`src/rtl/pci_target_dphase_ctrl_if.sv`:
```
// Bus-side and backend-side signals of the PCI target data-phase controller.
// slave is the controller's view, master is the environment driving it.
interface pci_target_dphase_ctrl_if;
    logic        START_CFG_I;
    logic        START_MEM_I;
    logic        START_HPMEM_I;
    logic        WR_I;
    logic [21:0] ADD_I;
    logic        FRAMEn_I;
    logic        IRDYn_I;
    logic        TRDYn_O;
    logic        STOPn_O;
    logic        AD_OE_O;
    logic        BUSY_O;
    logic [1:0]  LOC_SEL_O;
    logic [21:0] LOC_ADD_O;
    logic        LOC_WE_O;
    logic        LOC_STB_O;
    logic        LOC_RDY_I;
    logic        END_CFG_O;
    logic        END_MEM_O;
    logic        END_HPMEM_O;

    modport slave (
        input  START_CFG_I, START_MEM_I, START_HPMEM_I, WR_I, ADD_I,
        input  FRAMEn_I, IRDYn_I, LOC_RDY_I,
        output TRDYn_O, STOPn_O, AD_OE_O, BUSY_O,
        output LOC_SEL_O, LOC_ADD_O, LOC_WE_O, LOC_STB_O,
        output END_CFG_O, END_MEM_O, END_HPMEM_O
    );

    modport master (
        output START_CFG_I, START_MEM_I, START_HPMEM_I, WR_I, ADD_I,
        output FRAMEn_I, IRDYn_I, LOC_RDY_I,
        input  TRDYn_O, STOPn_O, AD_OE_O, BUSY_O,
        input  LOC_SEL_O, LOC_ADD_O, LOC_WE_O, LOC_STB_O,
        input  END_CFG_O, END_MEM_O, END_HPMEM_O
    );
endinterface

```
`src/rtl/pci_target_dphase_ctrl.sv`:
```
// PCI target data-phase sequencer shared by the CFG, MEM and HPMEM backends.
// state    | meaning
// IDLE     | waiting for a claim pulse from the address decoder
// TURNAR   | read turnaround, AD driver enabled, no TRDY#
// DPHASE   | data phases run, TRDY# follows LOC_RDY
// STOPPING | STOP# asserted (disconnect/retry) until FRAME# deasserts
// FINISH   | bus released, last strobe out; END pulse follows
module pci_target_dphase_ctrl #(
    parameter int MAX_BURST = 16,
    parameter int INIT_LAT  = 16,
    parameter int SUBS_LAT  = 8
) (
    input  logic                           PHY_CLK33_I,
    input  logic                           PHY_RST_I,
    pci_target_dphase_ctrl_if.slave        bus
);
    typedef enum logic [2:0] {IDLE, TURNAR, DPHASE, STOPPING, FINISH} state_e;

    state_e      state_q, state_d;
    logic        trdyn_q, trdyn_d;
    logic        stopn_q, stopn_d;
    logic        ad_oe_q, ad_oe_d;
    logic        busy_q, busy_d;
    logic [1:0]  sel_q, sel_d;
    logic [21:0] add_q, add_d;
    logic        we_q, we_d;
    logic        stb_q, stb_d;
    logic [2:0]  end_q, end_d;
    logic [7:0]  beat_q, beat_d;
    logic [7:0]  lat_q, lat_d;
    logic        start_any;
    logic        complete;
    logic [7:0]  lat_lim;

    assign start_any = bus.START_CFG_I | bus.START_MEM_I | bus.START_HPMEM_I;
    assign complete  = (state_q == DPHASE) && !trdyn_q && !bus.IRDYn_I;
    assign lat_lim   = (beat_q == 8'd0) ? 8'(INIT_LAT - 1) : 8'(SUBS_LAT - 1);

    always_comb begin
        state_d = state_q;
        sel_d   = sel_q;
        add_d   = add_q;
        we_d    = we_q;
        beat_d  = beat_q;
        lat_d   = lat_q;
        ad_oe_d = ad_oe_q;
        stb_d   = 1'b0;
        end_d   = 3'b000;

        case (state_q)
            IDLE: begin
                if (start_any) begin
                    if (bus.START_CFG_I)      sel_d = 2'd1;
                    else if (bus.START_MEM_I) sel_d = 2'd2;
                    else                      sel_d = 2'd3;
                    we_d    = bus.WR_I;
                    add_d   = bus.ADD_I;
                    beat_d  = 8'd0;
                    lat_d   = 8'd0;
                    state_d = bus.WR_I ? DPHASE : TURNAR;
                end
            end
            TURNAR: begin
                // Latency is measured from the claim, so the turnaround clock counts.
                lat_d   = lat_q + 8'd1;
                state_d = DPHASE;
            end
            DPHASE: begin
                if (complete) begin
                    stb_d  = 1'b1;
                    add_d  = add_q + 22'd1;
                    beat_d = beat_q + 8'd1;
                    lat_d  = 8'd0;
                    if (bus.FRAMEn_I)
                        state_d = FINISH;
                    else if (beat_q + 8'd1 == 8'(MAX_BURST))
                        state_d = STOPPING;
                end else begin
                    lat_d = lat_q + 8'd1;
                    if (lat_q == lat_lim)
                        state_d = STOPPING;
                end
            end
            STOPPING: begin
                if (bus.FRAMEn_I)
                    state_d = FINISH;
            end
            FINISH: begin
                // Select is kept through FINISH so the final strobe is still qualified.
                sel_d   = 2'd0;
                state_d = IDLE;
                case (sel_q)
                    2'd1:    end_d = 3'b001;
                    2'd2:    end_d = 3'b010;
                    2'd3:    end_d = 3'b100;
                    default: end_d = 3'b000;
                endcase
            end
            default: state_d = IDLE;
        endcase

        busy_d  = (state_d != IDLE);
        trdyn_d = !((state_d == DPHASE) && bus.LOC_RDY_I);
        stopn_d = (state_d != STOPPING);
        if (state_d == TURNAR)
            ad_oe_d = 1'b1;
        else if (state_d == FINISH || state_d == IDLE)
            ad_oe_d = 1'b0;
    end

    always_ff @(posedge PHY_CLK33_I) begin
        if (PHY_RST_I) begin
            state_q <= IDLE;
            trdyn_q <= 1'b1;
            stopn_q <= 1'b1;
            ad_oe_q <= 1'b0;
            busy_q  <= 1'b0;
            sel_q   <= 2'd0;
            add_q   <= 22'd0;
            we_q    <= 1'b0;
            stb_q   <= 1'b0;
            end_q   <= 3'b000;
            beat_q  <= 8'd0;
            lat_q   <= 8'd0;
        end else begin
            state_q <= state_d;
            trdyn_q <= trdyn_d;
            stopn_q <= stopn_d;
            ad_oe_q <= ad_oe_d;
            busy_q  <= busy_d;
            sel_q   <= sel_d;
            add_q   <= add_d;
            we_q    <= we_d;
            stb_q   <= stb_d;
            end_q   <= end_d;
            beat_q  <= beat_d;
            lat_q   <= lat_d;
        end
    end

    assign bus.TRDYn_O     = trdyn_q;
    assign bus.STOPn_O     = stopn_q;
    assign bus.AD_OE_O     = ad_oe_q;
    assign bus.BUSY_O      = busy_q;
    assign bus.LOC_SEL_O   = sel_q;
    assign bus.LOC_ADD_O   = add_q;
    assign bus.LOC_WE_O    = we_q;
    assign bus.LOC_STB_O   = stb_q;
    assign bus.END_CFG_O   = end_q[0];
    assign bus.END_MEM_O   = end_q[1];
    assign bus.END_HPMEM_O = end_q[2];
endmodule

```
`src/flat_wrapper.sv`:
```
// flat-port wrapper written by rule: the top's interface ports become plain ports
module pci_target_dphase_ctrl_flat 
#(
    parameter int MAX_BURST = 16,
    parameter int INIT_LAT  = 16,
    parameter int SUBS_LAT  = 8
)
  (PHY_CLK33_I, PHY_RST_I, bus_START_CFG_I, bus_START_MEM_I, bus_START_HPMEM_I, bus_WR_I, bus_ADD_I, bus_FRAMEn_I, bus_IRDYn_I, bus_LOC_RDY_I, bus_TRDYn_O, bus_STOPn_O, bus_AD_OE_O, bus_BUSY_O, bus_LOC_SEL_O, bus_LOC_ADD_O, bus_LOC_WE_O, bus_LOC_STB_O, bus_END_CFG_O, bus_END_MEM_O, bus_END_HPMEM_O);
  pci_target_dphase_ctrl_if bus_i ();
  input  logic PHY_CLK33_I;
  input  logic PHY_RST_I;
  input wire logic [$bits(bus_i.START_CFG_I)-1:0] bus_START_CFG_I;
  input wire logic [$bits(bus_i.START_MEM_I)-1:0] bus_START_MEM_I;
  input wire logic [$bits(bus_i.START_HPMEM_I)-1:0] bus_START_HPMEM_I;
  input wire logic [$bits(bus_i.WR_I)-1:0] bus_WR_I;
  input wire logic [$bits(bus_i.ADD_I)-1:0] bus_ADD_I;
  input wire logic [$bits(bus_i.FRAMEn_I)-1:0] bus_FRAMEn_I;
  input wire logic [$bits(bus_i.IRDYn_I)-1:0] bus_IRDYn_I;
  input wire logic [$bits(bus_i.LOC_RDY_I)-1:0] bus_LOC_RDY_I;
  output wire logic [$bits(bus_i.TRDYn_O)-1:0] bus_TRDYn_O;
  output wire logic [$bits(bus_i.STOPn_O)-1:0] bus_STOPn_O;
  output wire logic [$bits(bus_i.AD_OE_O)-1:0] bus_AD_OE_O;
  output wire logic [$bits(bus_i.BUSY_O)-1:0] bus_BUSY_O;
  output wire logic [$bits(bus_i.LOC_SEL_O)-1:0] bus_LOC_SEL_O;
  output wire logic [$bits(bus_i.LOC_ADD_O)-1:0] bus_LOC_ADD_O;
  output wire logic [$bits(bus_i.LOC_WE_O)-1:0] bus_LOC_WE_O;
  output wire logic [$bits(bus_i.LOC_STB_O)-1:0] bus_LOC_STB_O;
  output wire logic [$bits(bus_i.END_CFG_O)-1:0] bus_END_CFG_O;
  output wire logic [$bits(bus_i.END_MEM_O)-1:0] bus_END_MEM_O;
  output wire logic [$bits(bus_i.END_HPMEM_O)-1:0] bus_END_HPMEM_O;
  assign bus_i.START_CFG_I = bus_START_CFG_I;
  assign bus_i.START_MEM_I = bus_START_MEM_I;
  assign bus_i.START_HPMEM_I = bus_START_HPMEM_I;
  assign bus_i.WR_I = bus_WR_I;
  assign bus_i.ADD_I = bus_ADD_I;
  assign bus_i.FRAMEn_I = bus_FRAMEn_I;
  assign bus_i.IRDYn_I = bus_IRDYn_I;
  assign bus_i.LOC_RDY_I = bus_LOC_RDY_I;
  assign bus_TRDYn_O = bus_i.TRDYn_O;
  assign bus_STOPn_O = bus_i.STOPn_O;
  assign bus_AD_OE_O = bus_i.AD_OE_O;
  assign bus_BUSY_O = bus_i.BUSY_O;
  assign bus_LOC_SEL_O = bus_i.LOC_SEL_O;
  assign bus_LOC_ADD_O = bus_i.LOC_ADD_O;
  assign bus_LOC_WE_O = bus_i.LOC_WE_O;
  assign bus_LOC_STB_O = bus_i.LOC_STB_O;
  assign bus_END_CFG_O = bus_i.END_CFG_O;
  assign bus_END_MEM_O = bus_i.END_MEM_O;
  assign bus_END_HPMEM_O = bus_i.END_HPMEM_O;
  pci_target_dphase_ctrl #(.MAX_BURST(MAX_BURST), .INIT_LAT(INIT_LAT), .SUBS_LAT(SUBS_LAT)) u_core (.PHY_CLK33_I(PHY_CLK33_I), .PHY_RST_I(PHY_RST_I), .bus(bus_i));
endmodule
```
`config.mk`:
```
export PLATFORM = sky130hd
export DESIGN_NAME = pci_target_dphase_ctrl_flat
export DESIGN_NICKNAME = d
export VERILOG_FILES = /design/src/rtl/pci_target_dphase_ctrl_if.sv /design/src/rtl/pci_target_dphase_ctrl.sv /design/src/flat_wrapper.sv
export SDC_FILE = /design/constraint.sdc
export NUM_CORES = 1
export LEC_CHECK = 0
export ABC_CLOCK_PERIOD_IN_PS = 3400
export CAP_MARGIN = 10
export CELL_PAD_IN_SITES_DETAIL_PLACEMENT = 1
export CELL_PAD_IN_SITES_GLOBAL_PLACEMENT = 1
export CORE_AREA = 3 3 89 91
export DETAILED_ROUTE_END_ITERATION = 10
export DIE_AREA = 0 0 92 94
export HOLD_SLACK_MARGIN = 0.02
export PLACE_DENSITY = 0.82
export SYNTH_ARGS = -nofsm -noshare
export SYNTH_HDL_FRONTEND = slang
export SYNTH_SLANG_ARGS = --single-unit
```
`constraint.sdc`:
```
create_clock -name PHY_CLK33_I -period 3.4 [get_ports PHY_CLK33_I]
set_input_delay 0.34 -clock PHY_CLK33_I [delete_from_list [all_inputs] [get_ports PHY_CLK33_I]]
set_output_delay 0.34 -clock PHY_CLK33_I [all_outputs]
set_load 0.02 [all_outputs]
```
==> results of run 1 <==
per-stage QoR:
stage	setup WS, ns	utilization, %	std cells	cell area (um2)	hold slack [ns]
5_1_grt	0.688	49.8	511	3590	0.498
3_3_place_gp	0.897	48.3	503	3490	0.444
3_5_place_dp	0.778	48.3	503	3490	0.467
4_1_cts	0.893	49.8	511	3590	0.481
2_1_floorplan	1.54	-	357	2800	0.412
6_report	0.898	49.8	511	3590	0.474
path summary, 6_finish.rpt:
| kind | startpoint | end | slack, ns |
|---|---|---|---|
| worst min register to register | u_core.bus.LOC_WE_O | u_core.bus.LOC_WE_O | 0.47 |
| worst max register to register | u_core.state_q[1] | u_core.beat_q[5] | 0.90 |
| worst max-delay path | u_core.state_q[1] | u_core.beat_q[5] | 0.90 |
| worst min-delay path | u_core.bus.LOC_WE_O | u_core.bus.LOC_WE_O | 0.47 |
cells by family after synthesis:
group / after synthesis
AND/OR/NAND/NOR: 165
adder cells (fa/ha/maj): 4
flip-flops: 52
XOR/XNOR: 12
AO/OA/AOI/OAI: 92
multiplexers: 2
buffers and inverters: 30
where the power goes:
part / total [mW] / switching, mW / internal, mW
logic: 0.461 / 0.257 / 0.204
clock network: 0.435 / 0.216 / 0.219
registers: 0.731 / 0.0702 / 0.661
total: 1.63 / 0.543 / 1.08
critical path, stage by stage, from the launching register on:
cell     delay, ns
dfxtp_1       0.50
nor3b_4       0.44
a22o_1        0.82
buf_4         0.30
o21ai_0       0.11
a21oi_1       0.17
nor2_1        0.05
sequential cells by signal, indices dropped and copies added, names as in the netlist:
signal / count
u_core.bus.STOPn_O: 1
u_core.bus.LOC_STB_O: 1
u_core.bus.AD_OE_O: 1
u_core.bus.LOC_WE_O: 1
u_core.bus.TRDYn_O: 1
u_core.bus.LOC_ADD_O: 22
u_core.end_q: 3
u_core.beat_q: 8
u_core.lat_q: 8
u_core.bus.LOC_SEL_O: 2
u_core.state_q: 3
u_core.bus.BUSY_O: 1
synthesized netlist by cell type (all sizes together) (2+ instances only):
cell      n
a21oi    30
clkbuf   14
nor3     25
o22ai     2
nand2    41
nor2     34
xor2      4
and2      7
a31oi     4
a2bb2oi   2
and4      3
nand4     7
or4       3
ha        4
a32o      6
a22o      2
or3       8
a211oi    4
o21ai    23
a311oi    2
dfxtp    52
buf       8
nor4      9
nor3b     2
inv       8
xnor2     8
a22oi     3
o31ai     5
nand3b    2
nand3    13
and3      7
layer usage:
metal | vias to the layer above | global-route usage [%] | routed length [um]
li1 | 1415 | - | -
met3 | 10 | 3.53 | 375
met5 | - | 0 | 0
met4 | 0 | 5.69 | 116
met2 | 70 | 35.4 | 4260
met1 | 1408 | 27.1 | 4140
final cells by class:
| cell class | instances | share of cell area [%] |
|---|---|---|
| well taps | 99 | 3.45 |
| repair buffers | 69 | 18.8 |
| inverters | 8 | 0.835 |
| clock buffers | 6 | 2.02 |
| flip-flops and latches | 52 | 29.0 |
| clock inverters | 2 | 0.975 |
| multi-input cells | 275 | 45.0 |
==> flow_summary.ini, run 1 <==
[status]
status = finished clean

[place]
hpwl_mm = 6.18
portBuffers = 63
place.gp.congestion = 0.826

[clock_tree]
clockBufferDepth = 2
cts-hold-fix-buffers = 0
numCtsBuffers = 5
tritoncts = done
clock_latency_ns = 0.31
clock_sinks = 52
cts_root_buf = clkbuf_8
h-tree-depth = 2
cts_setup_buffers = 0
post_cts_resized = 0
clk_pin_slew_ns = 0.10

[synthesis]
synth_top_area_share_pct = 37.2
synth-seq-cells = 52
ys_types = 54
synth_mux_area_share_pct = 0.760
netlist_area_um2 = 2800
yosys_warnings = 0
synth-adder-area-share_pct = 1.79
synth_xor_area_share_pct = 3.76
synth_compound_area_share_pct = 21.5
synthesis.nets = 392
async_flop_share_pct = 0
synth_edf_count = 0
syn_avg_cell_area_um2 = 7.84
ys_top_cells_by_area = dfxtp_1 (37%), nand2_1 (5.5%), a21oi_1 (5.4%)
synthCells = 357
ys.flop_type = dfxtp_1
synth_top_family_by_area = simple AND/OR/NAND/NOR gates
synth-simple-area-share_pct = 30.0
yosys.area.top_type = dfxtp_1
seq_area_frac_synth_pct = 37.2

[routing]
ant_nets = 0
drt_iter0_drc = 136
via_per_inst = 5.68
routed_wl_mm = 8.89
num_vias = 2903
drtPass1Iterations = 4
wl_per_cell_um = 17.4
drcViolationCount = 0

[floorplanning]
die_x_um = 92
rows = 31
die_area_um2 = 8650
dieHeight_um = 94
core_um2 = 7210
initial_core_util_pct = 38.8
ios = 64

[sta]
setup_viol = 0
fmax_mhz = 400
worst_pin_slew_ns = 0.903
slew_headroom_pct = 39.8
clock-skew-final_ns = 0.00548
fin_setup_tns_ns = 0
finalCritPeriodShare_pct = 73.6
rsz0062_at_grt = false
slew_viol_final = 0
finalHoldViolations = 0
finalCriticalPeriod_ns = 2.50

[critical_path]
worst-path-max-fanout = 23
rr_worst_depth = 6
required_ns = 3.59
startpoint_type = flip-flop
cp_data_arrival_time_ns = 2.70
cp-end-kind = flip-flop
path_class = flip-flop to flip-flop

[power_and_ir_drop]
p_leak_nw = 1.24
total_power_mw = 1.63
vdd.ir_drop.worst_v = 0.000170
p_per_area_nw_per_um2 = 453

[grt]
grt_pass1_wl_mm = 14.8
grt-ovfl-total = 0
grt_max_degree = 48
grt_util_all_layers_pct = 20.8
grt_pass1_vias = 3015
antenna_found_initial = 0

[final_layout]
final_common_cell = clkdlybuf4s50_1
area_growth_pct = 28.4
diodes = 0
final_cell_mix = clkdlybuf4s50_1 (63), dfxtp_1 (52), nand2_1 (41)
seq_area_um2 = 1040
num-nets-final = 446
drive_above_1_share_pct = 5.10
multiInputGateArea_um2 = 1620
fill_cells = 880

[hold_path]
min_path_type = flip-flop to flip-flop
min_path_cells = 2

[run]
maxCapViolCount = 0
Power figures use the tool's default switching activity.
==> run 2, diff against run 1 <==
Settings changed: ABC_CLOCK_PERIOD_IN_PS 3400 to 2210, CORE_AREA 3 3 89 91 to 3 3 97 99, DIE_AREA 0 0 92 94 to 0 0 100 102, PLACE_DENSITY 0.82 to 0.73.
Clock period 3.4 ns to 2.21 ns, I/O delays scaled along.
==> run 2 against run 1 <==
- die area increased by 18%
- core utilization is 6.4 points lower
- first-iteration DRC count decreased by 14%
- setup slack got worse by 0.74 ns
- sequential share of layout area is 1.2 points lower
- highest routed layer unchanged
- design area rose by 4.4%
- clock skew grew 0.013 ns
- combinational power is 65% higher
- clock power is 86% higher
- count of clock-buffer cells in the layout shrank 1
- sequential power rose by 53%
- wire length fell by 0.34%
==> flow_summary.ini, run 2 (synthesis results as in run 1) <==
[clock_tree]
cts-hold-fix-buffers = 0
h-tree-depth = 2
cts_root_buf = clkbuf_8
clock_sinks = 52
numCtsBuffers = 5
clk_pin_slew_ns = 0.11
clockBufferDepth = 2
tritoncts = done
clock_latency_ns = 0.32
post_cts_resized = 0
cts_setup_buffers = 0

[sta]
slew_headroom_pct = 69.6
finalCriticalPeriod_ns = 2.05
rsz0062_at_grt = false
slew_viol_final = 0
worst_pin_slew_ns = 0.450
setup_viol = 0
clock-skew-final_ns = 0.0183
fin_setup_tns_ns = 0
finalCritPeriodShare_pct = 92.7
finalHoldViolations = 0
setup_slack_ns = 0.162
fmax_mhz = 488

[routing]
drcViolationCount = 0
ant_nets = 0
via_per_inst = 5.51
num_vias = 2940
drtPass1Iterations = 4
routed_wl_mm = 8.86
wl_per_cell_um = 16.6
drt_iter0_drc = 117

[final_layout]
multiInputGateArea_um2 = 1620
seq_area_um2 = 1040
num-nets-final = 460
largest_reg_flops = 22
diodes = 0
final_common_cell = clkdlybuf4s50_1
drive_above_1_share_pct = 8.45
final_cell_mix = clkdlybuf4s50_1 (63), dfxtp_1 (52), nand2_1 (41)
area_growth_pct = 34.1
fill_cells = 1052

[critical_path]
rr_worst_depth = 6
r2r_slack_ns = 0.16
startpoint_type = flip-flop
cp_data_arrival_time_ns = 2.26
path_class = flip-flop to flip-flop
worst_r2r_endpoint = u_core.bus.AD_OE_O
required_ns = 2.43
cp-end-kind = flip-flop
worst_r2r_startpoint = u_core.state_q[1]
worst-path-max-fanout = 6

[floorplanning]
core_um2 = 8640
dieHeight_um = 102
ios = 64
die_area_um2 = 10200
rows = 34
die_x_um = 100
initial_core_util_pct = 32.4

[grt]
grt_pass1_wl_mm = 14.5
grt_max_degree = 47
grt_util_all_layers_pct = 17.4
grt_pass1_vias = 2943
grt-ovfl-total = 0
antenna_found_initial = 0

[run]
maxCapViolCount = 0

[power_and_ir_drop]
p_per_area_nw_per_um2 = 717
p_leak_nw = 1.33
vdd.ir_drop.worst_v = 0.000281

[hold_path]
worstHoldStart = bus_LOC_RDY_I
min_path_cells = 2
min_path_type = input pin to flip-flop
min_to = u_core.bus.TRDYn_O

[place]
dp_slack_ns = 0.0714
hpwl_mm = 6.57
portBuffers = 63
place.gp.congestion = 0.805

[status]
status = finished clean
## run 2: cell types whose count changed in the layout (fill, tap and decap cells not counted), sizes merged
cell    previous run  this run
inv                8         9
bufinv             1         2
buf                6        20
clkinv             1         0
clkbuf             6         5
## run 2: area by class of cell
cell class / count / share of cell area [%]
Inverter: 8 / 0.800
Clock buffer: 5 / 1.83
Timing Repair Buffer: 83 / 21.1
Sequential cell: 52 / 27.7
Clock inverter: 3 / 1.83
Tap cell: 108 / 3.60
Multi-Input combinational cell: 275 / 43.1
## run 2: metrics by stage
stage	cell area (um2)	power [mW]	hold WS (ns)	util (%)	std cells
final	3750	2.69	0.412	43.5	534
after global routing	3750	2.83	0.421	43.5	534
after CTS	3750	2.72	0.417	43.5	534
after detailed placement	3620	1.90	0.468	41.9	526
after global placement	3620	1.88	0.452	41.9	526
after floorplan	2800	1.55	0.293	-	357
## run 2: worst max-delay path, cell delays in order (launching register included)
cell	delay, ns
dfxtp_1	0.39
buf_4	0.17
or3_1	0.40
o31ai_1	0.33
a31o_2	0.19
a41oi_2	0.07
a2111oi_2	0.41
## run 2: per-layer routing
| metal | up-vias | track usage, % | routed length, um |
|---|---|---|---|
| met4 | 0 | 5.70 | 192 |
| met2 | 51 | 29.2 | 4170 |
| met3 | 14 | 2.12 | 243 |
| met5 | - | 0 | 0 |
| li1 | 1443 | - | - |
| met1 | 1432 | 23.4 | 4250 |
## run 2: worst max path at each step
stage	startpoint	to	slack, ns
floorplan	u_core.bus.LOC_ADD_O[6]	u_core.bus.LOC_ADD_O[13]	0.35
global placement	bus_START_MEM_I	u_core.bus.LOC_ADD_O[2]	0.17
detailed placement	bus_START_CFG_I	u_core.bus.LOC_ADD_O[16]	0.07
CTS	u_core.state_q[1]	u_core.bus.AD_OE_O	0.16
global route	u_core.state_q[0]	u_core.bus.LOC_ADD_O[18]	0.002
finish	u_core.state_q[1]	u_core.bus.AD_OE_O	0.16
## run 2: power by group
group / switching (mW) / internal (mW) / total (mW)
Combinational: 0.413 / 0.349 / 0.762
Clock: 0.354 / 0.457 / 0.810
Sequential: 0.101 / 1.02 / 1.12
